--- src/rtl/fp32_divider_iter.sv ---
// Iterative IEEE-754 binary32 divider: restoring shift-subtract, one quotient bit per clock.
// Define FPDIV_ROUND_EN for round-to-nearest-even; otherwise the quotient is truncated.
module fp32_divider_iter (
    input  logic        clk,
    input  logic        rst,
    input  logic [31:0] i_a,
    input  logic [31:0] i_b,
    input  logic        i_vld,
    output logic        o_busy,
    output logic [31:0] o_res,
    output logic        o_res_vld,
    output logic        overflow,
    output logic        o_div_by_zero
);
    localparam int unsigned MAN_W = 24;
    localparam int unsigned Q_W   = 26;
    localparam int unsigned R_W   = 25;
    localparam int unsigned CNT_W = 5;
    localparam int unsigned E_W   = 10;
    localparam logic [31:0] QNAN  = 32'h7FC00000;

    typedef enum logic [1:0] {S_IDLE, S_DIVIDE, S_NORM, S_DONE} state_t;

    state_t                 state_q, state_d;
    logic [CNT_W-1:0]       cnt_q, cnt_d;
    logic [Q_W-1:0]         q_q, q_d;
    logic [R_W-1:0]         r_q, r_d;
    logic [MAN_W-1:0]       d_q, d_d;
    logic signed [E_W-1:0]  e_q, e_d;
    logic                   sign_q, sign_d;
    logic [31:0]            res_q, res_d;
    logic                   res_ovf_q, res_ovf_d;
    logic                   res_dbz_q, res_dbz_d;
    logic                   busy_q, busy_d;
    logic [31:0]            o_res_q, o_res_d;
    logic                   o_res_vld_q, o_res_vld_d;
    logic                   overflow_q, overflow_d;
    logic                   o_div_by_zero_q, o_div_by_zero_d;

    // Operand classification (denormals flush to zero)
    logic [7:0] exp_a, exp_b;
    logic       zero_a, zero_b, inf_a, inf_b, nan_a, nan_b, sign_ab;

    always_comb begin
        exp_a   = i_a[30:23];
        exp_b   = i_b[30:23];
        zero_a  = (exp_a == 8'h00);
        zero_b  = (exp_b == 8'h00);
        inf_a   = (exp_a == 8'hFF) && (i_a[22:0] == '0);
        inf_b   = (exp_b == 8'hFF) && (i_b[22:0] == '0);
        nan_a   = (exp_a == 8'hFF) && (i_a[22:0] != '0);
        nan_b   = (exp_b == 8'hFF) && (i_b[22:0] != '0);
        sign_ab = i_a[31] ^ i_b[31];
    end

    // Normalize, round and pack the finished quotient
    logic [MAN_W-1:0]      mant;
    logic signed [E_W-1:0] e_n, e_fin;
    logic [22:0]           frac_fin;
    logic [31:0]           norm_res;
    logic                  norm_ovf;
`ifdef FPDIV_ROUND_EN
    logic                  guard, sticky;
    logic [MAN_W:0]        mant_r;
`else
    logic                  unused_rnd_bits;
    assign unused_rnd_bits = ^{q_q[0], mant[MAN_W-1]};
`endif

    always_comb begin
        mant = q_q[Q_W-1] ? q_q[25:2] : q_q[24:1];
        e_n  = q_q[Q_W-1] ? e_q : e_q - 10'sd1;
`ifdef FPDIV_ROUND_EN
        guard  = q_q[Q_W-1] ? q_q[1] : q_q[0];
        sticky = (q_q[Q_W-1] & q_q[0]) | (r_q != '0);
        mant_r = {1'b0, mant} + R_W'(guard & (sticky | mant[0]));
        if (mant_r[MAN_W]) begin
            frac_fin = mant_r[23:1];
            e_fin    = e_n + 10'sd1;
        end else begin
            frac_fin = mant_r[22:0];
            e_fin    = e_n;
        end
`else
        frac_fin = mant[22:0];
        e_fin    = e_n;
`endif
        norm_res = {sign_q, e_fin[7:0], frac_fin};
        norm_ovf = 1'b0;
        if (e_fin >= 10'sd255) begin
            norm_res = {sign_q, 8'hFF, 23'h0};
            norm_ovf = 1'b1;
        end else if (e_fin <= 10'sd0) begin
            norm_res = {sign_q, 31'h0};
        end
    end

    logic [MAN_W-1:0] r_sub;

    always_comb begin
        state_d         = state_q;
        cnt_d           = cnt_q;
        q_d             = q_q;
        r_d             = r_q;
        d_d             = d_q;
        e_d             = e_q;
        sign_d          = sign_q;
        res_d           = res_q;
        res_ovf_d       = res_ovf_q;
        res_dbz_d       = res_dbz_q;
        busy_d          = busy_q;
        o_res_d         = '0;
        o_res_vld_d     = 1'b0;
        overflow_d      = 1'b0;
        o_div_by_zero_d = 1'b0;
        r_sub           = '0;
        case (state_q)
            S_IDLE: begin
                if (i_vld) begin
                    busy_d    = 1'b1;
                    sign_d    = sign_ab;
                    res_d     = '0;
                    res_ovf_d = 1'b0;
                    res_dbz_d = 1'b0;
                    state_d   = S_DONE;
                    if (nan_a || nan_b || (zero_a && zero_b) || (inf_a && inf_b)) begin
                        res_d     = QNAN;
                        res_ovf_d = 1'b1;
                    end else if (inf_a) begin
                        res_d     = {sign_ab, 8'hFF, 23'h0};
                        res_ovf_d = 1'b1;
                    end else if (inf_b) begin
                        res_d     = {sign_ab, 31'h0};
                    end else if (zero_b) begin
                        res_d     = {sign_ab, 8'hFF, 23'h0};
                        res_ovf_d = 1'b1;
                        res_dbz_d = 1'b1;
                    end else if (zero_a) begin
                        res_d     = {sign_ab, 31'h0};
                    end else begin
                        r_d     = R_W'({1'b1, i_a[22:0]});
                        d_d     = {1'b1, i_b[22:0]};
                        q_d     = '0;
                        cnt_d   = CNT_W'(Q_W - 1);
                        e_d     = E_W'(exp_a) - E_W'(exp_b) + E_W'(127);
                        state_d = S_DIVIDE;
                    end
                end
            end
            S_DIVIDE: begin
                // R < 2D always holds, so the difference fits in 24 bits before the shift
                if (r_q >= R_W'(d_q)) begin
                    q_d[cnt_q] = 1'b1;
                    r_sub      = MAN_W'(r_q - R_W'(d_q));
                end else begin
                    q_d[cnt_q] = 1'b0;
                    r_sub      = MAN_W'(r_q);
                end
                r_d = {r_sub, 1'b0};
                if (cnt_q == '0) begin
                    state_d = S_NORM;
                end else begin
                    cnt_d = cnt_q - CNT_W'(1);
                end
            end
            S_NORM: begin
                res_d     = norm_res;
                res_ovf_d = norm_ovf;
                res_dbz_d = 1'b0;
                state_d   = S_DONE;
            end
            S_DONE: begin
                o_res_d         = res_q;
                o_res_vld_d     = 1'b1;
                overflow_d      = res_ovf_q;
                o_div_by_zero_d = res_dbz_q;
                busy_d          = 1'b0;
                state_d         = S_IDLE;
            end
            default: state_d = S_IDLE;
        endcase
    end

    always_ff @(posedge clk) begin
        if (rst) begin
            state_q         <= S_IDLE;
            cnt_q           <= '0;
            q_q             <= '0;
            r_q             <= '0;
            d_q             <= '0;
            e_q             <= '0;
            sign_q          <= 1'b0;
            res_q           <= '0;
            res_ovf_q       <= 1'b0;
            res_dbz_q       <= 1'b0;
            busy_q          <= 1'b0;
            o_res_q         <= '0;
            o_res_vld_q     <= 1'b0;
            overflow_q      <= 1'b0;
            o_div_by_zero_q <= 1'b0;
        end else begin
            state_q         <= state_d;
            cnt_q           <= cnt_d;
            q_q             <= q_d;
            r_q             <= r_d;
            d_q             <= d_d;
            e_q             <= e_d;
            sign_q          <= sign_d;
            res_q           <= res_d;
            res_ovf_q       <= res_ovf_d;
            res_dbz_q       <= res_dbz_d;
            busy_q          <= busy_d;
            o_res_q         <= o_res_d;
            o_res_vld_q     <= o_res_vld_d;
            overflow_q      <= overflow_d;
            o_div_by_zero_q <= o_div_by_zero_d;
        end
    end

    assign o_busy        = busy_q;
    assign o_res         = o_res_q;
    assign o_res_vld     = o_res_vld_q;
    assign overflow      = overflow_q;
    assign o_div_by_zero = o_div_by_zero_q;

endmodule

--- config.mk ---
export PLATFORM = sky130hd
export DESIGN_NAME = fp32_divider_iter
export DESIGN_NICKNAME = d
export VERILOG_FILES = /design/src/rtl/fp32_divider_iter.sv
export SDC_FILE = /design/constraint.sdc
export NUM_CORES = 1
export LEC_CHECK = 0
export ABC_AREA = 1
export BUFFER_PORTS_ARGS = -buffer_cell sky130_fd_sc_hd__buf_2
export CAP_MARGIN = 25
export CORE_MARGIN = 2
export CORE_UTILIZATION = 41
export DETAILED_ROUTE_END_ITERATION = 7
export PLACE_DENSITY = 0.59
export SYNTH_ARGS = -nofsm -noshare
export SYNTH_HDL_FRONTEND = slang
export SYNTH_SLANG_ARGS = --single-unit
--- constraint.sdc ---
create_clock -name clk -period 3.38 [get_ports clk]
set_clock_uncertainty 0.05 [all_clocks]
set_input_delay 0.169 -clock clk [delete_from_list [all_inputs] [get_ports clk]]
set_output_delay 0.169 -clock clk [all_outputs]
set_load 0.005 [all_outputs]
==> metrics.txt, run 1 <==
post-synthesis simple-gate area fraction=0.344; global-route wire length before repair=47.6 mm; Net Count, Synth=1778; setup TNS=0 ns; clock group share of total power=0.193; chip height=163 um; Worst R2R Path Depth=13; WL met2=12.3 mm; DR DRC count=0; port bufs=102; starting density of the core=0.414; Crit. End Element=register; die area=0.0265 sq mm; Met3 Routed Length=1.45 mm; largest family of logic cells by synthesized area=simple AND/OR/NAND/NOR gates; CTS resizes=0; All-Layer GR Usage=0.221; Routed WL per cell=13.4 um; Detailed Route WL=28.2 mm; xor/xnor share of the synthesized area=0.0136; GR Overflow Total=0; final net count=1870; largest net degree at the start of global routing=67; H-tree depth=4; startpoint types=register; HP Class=primary input to register; 1st-iter DRT viols=684; crit share post-route=0.838; unrepaired setup endpoints after global routing=false; Power Density=851 mW/mm^2; CTS tree=built; worst ir drop on vdd=0.000390 V; WS Path Type=register to register; Crit path required time=3.63 ns; max-cap violation count=0; worst hold path depth=5; sequential power share=0.241; Detailed Routing Iterations Pass 1=5; sequential-to-total area share from yosys stat=0.314; core box area=0.0250 sq mm; Hold Vio Cnt, Final=0; async set or reset register ratio after synthesis=0; critical path arrival=3.08 ns; number of synthesized register bits=162; pre-CTS setup slack=0.664 ns; multiplexer share of the synthesized area=0; Die W=163 um; max_slew headroom=0.503; Rows=58; mean cell area of the mapped netlist=6.20 sq um; Int Power=4950 uW; synth unique cells=48; TritonCTS buffer count=17; dpl hpwl=20.5 mm; placed cell area=0.0110 sq mm; power share of the combinational group=0.567; Syn. warnings=0; met1 wire length=14.2 mm; DR top layer=met4; setup ws final=0.547 ns; clock-pin slew on the worst setup and hold paths=0.07 ns; post-synthesis cell area=0.0103 sq mm; Leakage=0.00555 uW; routability cong.=0.990; Slew @ Worst Pin=0.745 ns; Compound-Gate Fraction of Synth Area=0.151; Psw=5110 uW; status=completed; ant diodes=0; Area growth, synth to finish=14.5%; Synth Area in Adders=0.0560; minimum clock period=2.83 ns; Worst Hold Slack=0.0158 ns; via count=10400; most common cell after layout, fill and taps aside=nand2_1; Design Area, Final=0.0118 sq mm; layout cell share with drive strength beyond 1=0.108; vias in the first global route=9929; Most used DFF post-synth=dfxtp_1; Slew Viols, Final=0; Clock Latency Late Sink=0.44 ns; # clock sinks=162; clock buffer depth=2; crit-path max FO=24; ANT nets after route=0; Vias/cell=4.96; Final setup viols=0; sw frac=0.508; clk root buf=clkbuf_16; io pins=103; EDFF count, synth=0; antenna violations before repair=0; Fmax=353 MHz; most frequent cells in the layout=nand2_1 (358), nor2_1 (330), inv_1 (232), dfxtp_1 (162), a21oi_1 (136); cells after synthesis=1666
==> power groups by stage <==
stage / clock network, uW / registers, uW / logic [uW]
CTS: 1990 / 2420 / 5650
global route: 2060 / 2460 / 6490
detailed placement: 0 / 2460 / 5610
global placement: 0 / 2460 / 5590
finish: 1940 / 2420 / 5700
floorplan: 0 / 2390 / 4480
==> worst max-delay path, cell delays in order (launching register included) <==
cell,delay (ns)
dfxtp_1,0.31
inv_1,0.05
ha_1,0.33
nand2_1,0.08
nand2_1,0.08
a21oi_2,0.17
nand3_1,0.18
nand2_1,0.16
nand3_2,0.41
buf_4,0.40
o21ai_0,0.21
nor2_1,0.08
nor2_1,0.11
nor2_1,0.06
==> Yosys cell counts (all sizes together), types with 22 or more instances <==
cell type	instances	area, sq um
a21oi	139	714
buf	30	213
clkbuf	35	134
dfxtp	162	3240
ha	43	538
inv	239	900
nand2	367	1400
nand3	66	365
nand4	22	144
nor2	340	1320
nor3	43	230
o211ai	28	210
o21ai	106	531
==> metrics by stage <==
stage	power (uW)	cells	util
6_report	10100	2101	0.474
5_1_grt	11000	2101	0.474
3_5_place_dp	8070	2048	0.442
3_3_place_gp	8040	2048	0.442
2_1_floorplan	6870	1666	-
4_1_cts	10100	2101	0.474
==> routing by layer <==
| layer | vias to the layer above | global-route usage |
|---|---|---|
| met5 | - | 0 |
| met4 | 0 | 0.0535 |
| met3 | 22 | 0.0326 |
| met2 | 257 | 0.353 |
| met1 | 4698 | 0.312 |
| li1 | 5446 | - |
==> cell families after synthesis <==
logic type	Yosys count
DFF	162
AOI/OAI and AO/OA	287
adders and majority gates	45
and+or+nand+nor	850
xor gates and xnor gates	16
buffers and inverters	306
==> repair_timing <==
item,4_1_cts,5_1_grt
endpoints found under the hold margin,21,0
hold buffers,21,0
setup buffers,0,0
==> final timing paths <==
kind / end / from / slack [ns]
setup / recovery: q_q[12]$_SDFFE_PP0P_ / d_q[6]$_SDFFE_PP0P_ / 0.55
hold / removal: r_q[13]$_SDFFE_PP0P_ / i_a[13] / 0.02
setup reg to reg: q_q[12]$_SDFFE_PP0P_ / d_q[6]$_SDFFE_PP0P_ / 0.55
hold reg to reg: o_res[29]$_SDFF_PP0_ / res_q[29]$_SDFFE_PP0P_ / 0.38
==> area by class of cell <==
class,count,area [sq um]
clock buffers,17,425
flip-flops and latches,162,3240
clock inverters,15,161
fillers,2723,13100
well taps,330,413
multi-input cells,1198,5840
repair buffers,138,833
inverters,241,907
==> flip-flops by register name, indices dropped and copies added, names as in the netlist <==
| name | flops |
|---|---|
| res_q | 32 |
| o_div_by_zero | 1 |
| res_ovf_q | 1 |
| r_q | 25 |
| o_res | 32 |
| overflow | 1 |
| cnt_q | 5 |
| sign_q | 1 |
| e_q | 10 |
| o_busy | 1 |
| res_dbz_q | 1 |
| o_res_vld | 1 |
| state_q | 2 |
| d_q | 24 |
| q_q | 25 |
No activity file was read; power rests on OpenSTA's default activity.
==> run 2: changes to the inputs <==
==> constraint.sdc (replaced) <==
create_clock -name clk -period 2.9 [get_ports clk]
set_clock_uncertainty 0.05 [all_clocks]
set_input_delay 0.145 -clock clk [delete_from_list [all_inputs] [get_ports clk]]
set_output_delay 0.145 -clock clk [all_outputs]
set_load 0.005 [all_outputs]
==> run 2 against run 1 <==
Setup slack worse by 0.26 ns. Register-to-register slack worse by 0.26 ns. Global-route usage is 0.48 points higher. First-iteration DRC count rose by 25%. Non-clock buffer count increased by 17. Fmax increased by 8.4%. Critical path depth down 1. Flip-flop and latch count stayed put.
==> metrics.txt, run 2 (synthesis gave the netlist of run 1 again) <==
critical path arrival=2.86 ns (was 3.08 ns); Crit path required time=3.14 ns (was 3.63 ns); Clock Latency Late Sink=0.43 ns (was 0.44 ns); Post-CTS Setup Inserts=0 (unchanged); Routed WL per cell=13.6 um (was 13.4 um); dpl hpwl=21.3 mm (was 20.5 mm); cts hold-fix bufs=29 (was 21); ANT nets after route=0 (unchanged); TritonCTS buffer count=17 (unchanged); layout cell share with drive strength beyond 1=0.112 (was 0.108); Crit. End Element=register (unchanged); DR DRC count=0 (unchanged); clock-pin slew on the worst setup and hold paths=0.07 ns (about the same); largest net degree at the start of global routing=67 (unchanged); H-tree depth=4 (unchanged); Area growth, synth to finish=16.4% (was 14.5%); Slew Viols, Final=0 (unchanged); crit-path max FO=17 (was 24); All-Layer GR Usage=0.225 (was 0.221); CTS resizes=0 (unchanged); Rows=58 (unchanged); Core Util, Final=0.481 (was 0.474); HP Class=primary input to register (unchanged); crit share post-route=0.901 (was 0.838); Leakage=0.00565 uW (was 0.00555 uW); starting density of the core=0.414 (unchanged); Detailed Route WL=28.7 mm (was 28.2 mm); clock buffer depth=2 (unchanged); filler cell count in the final layout=2667 (was 2723); reg-to-reg slack, setup=0.29 ns (was 0.55 ns); vias in the first global route=9739 (was 9929); setup TNS=0 ns (unchanged); Final setup viols=0 (unchanged); Worst Setup SP=r_q[22]$_SDFFE_PP0P_ (was d_q[6]$_SDFFE_PP0P_); status=completed (unchanged); worst ir drop on vdd=0.000464 V (was 0.000390 V); final net count=1887 (was 1870); CTS tree=built (unchanged); startpoint types=register (unchanged); Vias/cell=4.92 (was 4.96); die area=0.0265 sq mm (unchanged); Hold Vio Cnt, Final=0 (unchanged); critical register-to-register path startpoint=r_q[22]$_SDFFE_PP0P_ (was d_q[6]$_SDFFE_PP0P_); worst setup path end=q_q[24]$_SDFFE_PP0P_ (was q_q[12]$_SDFFE_PP0P_); Fmax=383 MHz (was 353 MHz); Die W=163 um (unchanged); Worst R2R Path Depth=12 (was 13); GR Overflow Total=0 (unchanged); Critical R2R Capture=q_q[24]$_SDFFE_PP0P_ (was q_q[12]$_SDFFE_PP0P_); # clock sinks=162 (unchanged); core box area=0.0250 sq mm (unchanged); io pins=103 (unchanged); ant diodes=0 (unchanged); port bufs=102 (unchanged); via count=10400 (about the same); Slew @ Worst Pin=0.731 ns (was 0.745 ns); chip height=163 um (unchanged); most common cell after layout, fill and taps aside=nand2_1 (unchanged); Detailed Routing Iterations Pass 1=5 (unchanged); max_slew headroom=0.513 (was 0.503); antenna violations before repair=0 (unchanged); most frequent cells in the layout=nand2_1 (358), nor2_1 (330), inv_1 (232), dfxtp_1 (162), a21oi_1 (136) (unchanged); Power Density=990 mW/mm^2 (was 851 mW/mm^2); clk root buf=clkbuf_16 (unchanged); routability cong.=0.898 (was 0.990); unrepaired setup endpoints after global routing=false (unchanged); WS Path Type=register to register (unchanged); global-route wire length before repair=48.3 mm (was 47.6 mm); max-cap violation count=0 (unchanged); minimum clock period=2.61 ns (was 2.83 ns); 1st-iter DRT viols=855 (was 684)
run 2: cell count changes in the layout (fill, tap and decap cells not counted):
cell	before	now
inv_6	3	5
clkinv_4	0	2
clkinv_2	0	1
clkinv_8	3	2
clkbuf_8	0	1
buf_4	15	20
inv_8	5	3
buf_12	0	4
dlygate4sd3_1	21	29
clkinvlp_4	4	1
run 2: worst min-delay path by stage:
stage                                start                    to  slack (ns)  cells after the start
global placement    res_q[25]$_SDFFE_PP0P_  o_res[25]$_SDFF_PP0_        0.37                      2
global route                        i_b[1]   d_q[1]$_SDFFE_PP0P_        0.03                      3
finish                             i_b[15]  d_q[15]$_SDFFE_PP0P_       0.003                      3
detailed placement  res_q[26]$_SDFFE_PP0P_  o_res[26]$_SDFF_PP0_        0.37                      2
CTS                                 i_a[3]   r_q[3]$_SDFFE_PP0P_      0.0003                      5
floorplan                           i_b[0]   d_q[0]$_SDFFE_PP0P_        0.26                      2
run 2: stage by stage:
step	setup slack (ns)	instance area [sq um]	hold slack, ns	power, uW	cells
after floorplan	0.928	10300	0.260	8010	1666
after global placement	0.364	11100	0.372	9620	2057
after detailed placement	0.331	11100	0.373	9590	2057
after CTS	0.298	12000	0.000293	11900	2118
after global routing	0.0158	12000	0.0279	13100	2118
final	0.286	12000	0.00323	11900	2118
run 2: power by group:
part | internal [uW] | total, uW | switching (uW) | leakage, uW
combinational | 2220 | 6810 | 4600 | 0.00405
clock | 1170 | 2270 | 1100 | 0.000284
sequential | 2580 | 2810 | 236 | 0.00132
total | 5960 | 11900 | 5930 | 0.00565
run 2: area by class of cell:
type | count | area [sq um] | area share
Sequential cell | 162 | 3240 | 0.270
Inverter | 241 | 907 | 0.0755
Multi-Input combinational cell | 1198 | 5840 | 0.486
Clock buffer | 18 | 439 | 0.0366
Clock inverter | 14 | 140 | 0.0117
Timing Repair Buffer | 155 | 1030 | 0.0858
Tap cell | 330 | 413 | 0.0344
run 2: worst max-delay path: stages, from the launching register on:
cell and delay, ns:
dfxtp_1 0.35, ha_1 0.38, a21oi_1 0.23, nor2_1 0.06
nor2_1 0.10, nand2_1 0.10, a21oi_4 0.14, nand3_2 0.35
buf_4 0.34, o21ai_0 0.17, nor2_1 0.07, nor2_1 0.09
nor2_1 0.04
run 2: per-layer routing:
metal  GRT usage  part of all wire  vias up
met5           0                 0        -
met4      0.0523             0.012        0
met3      0.0323             0.042       26
met2       0.355              0.43      218
met1       0.326              0.52     4686
li1            -                 -     5490
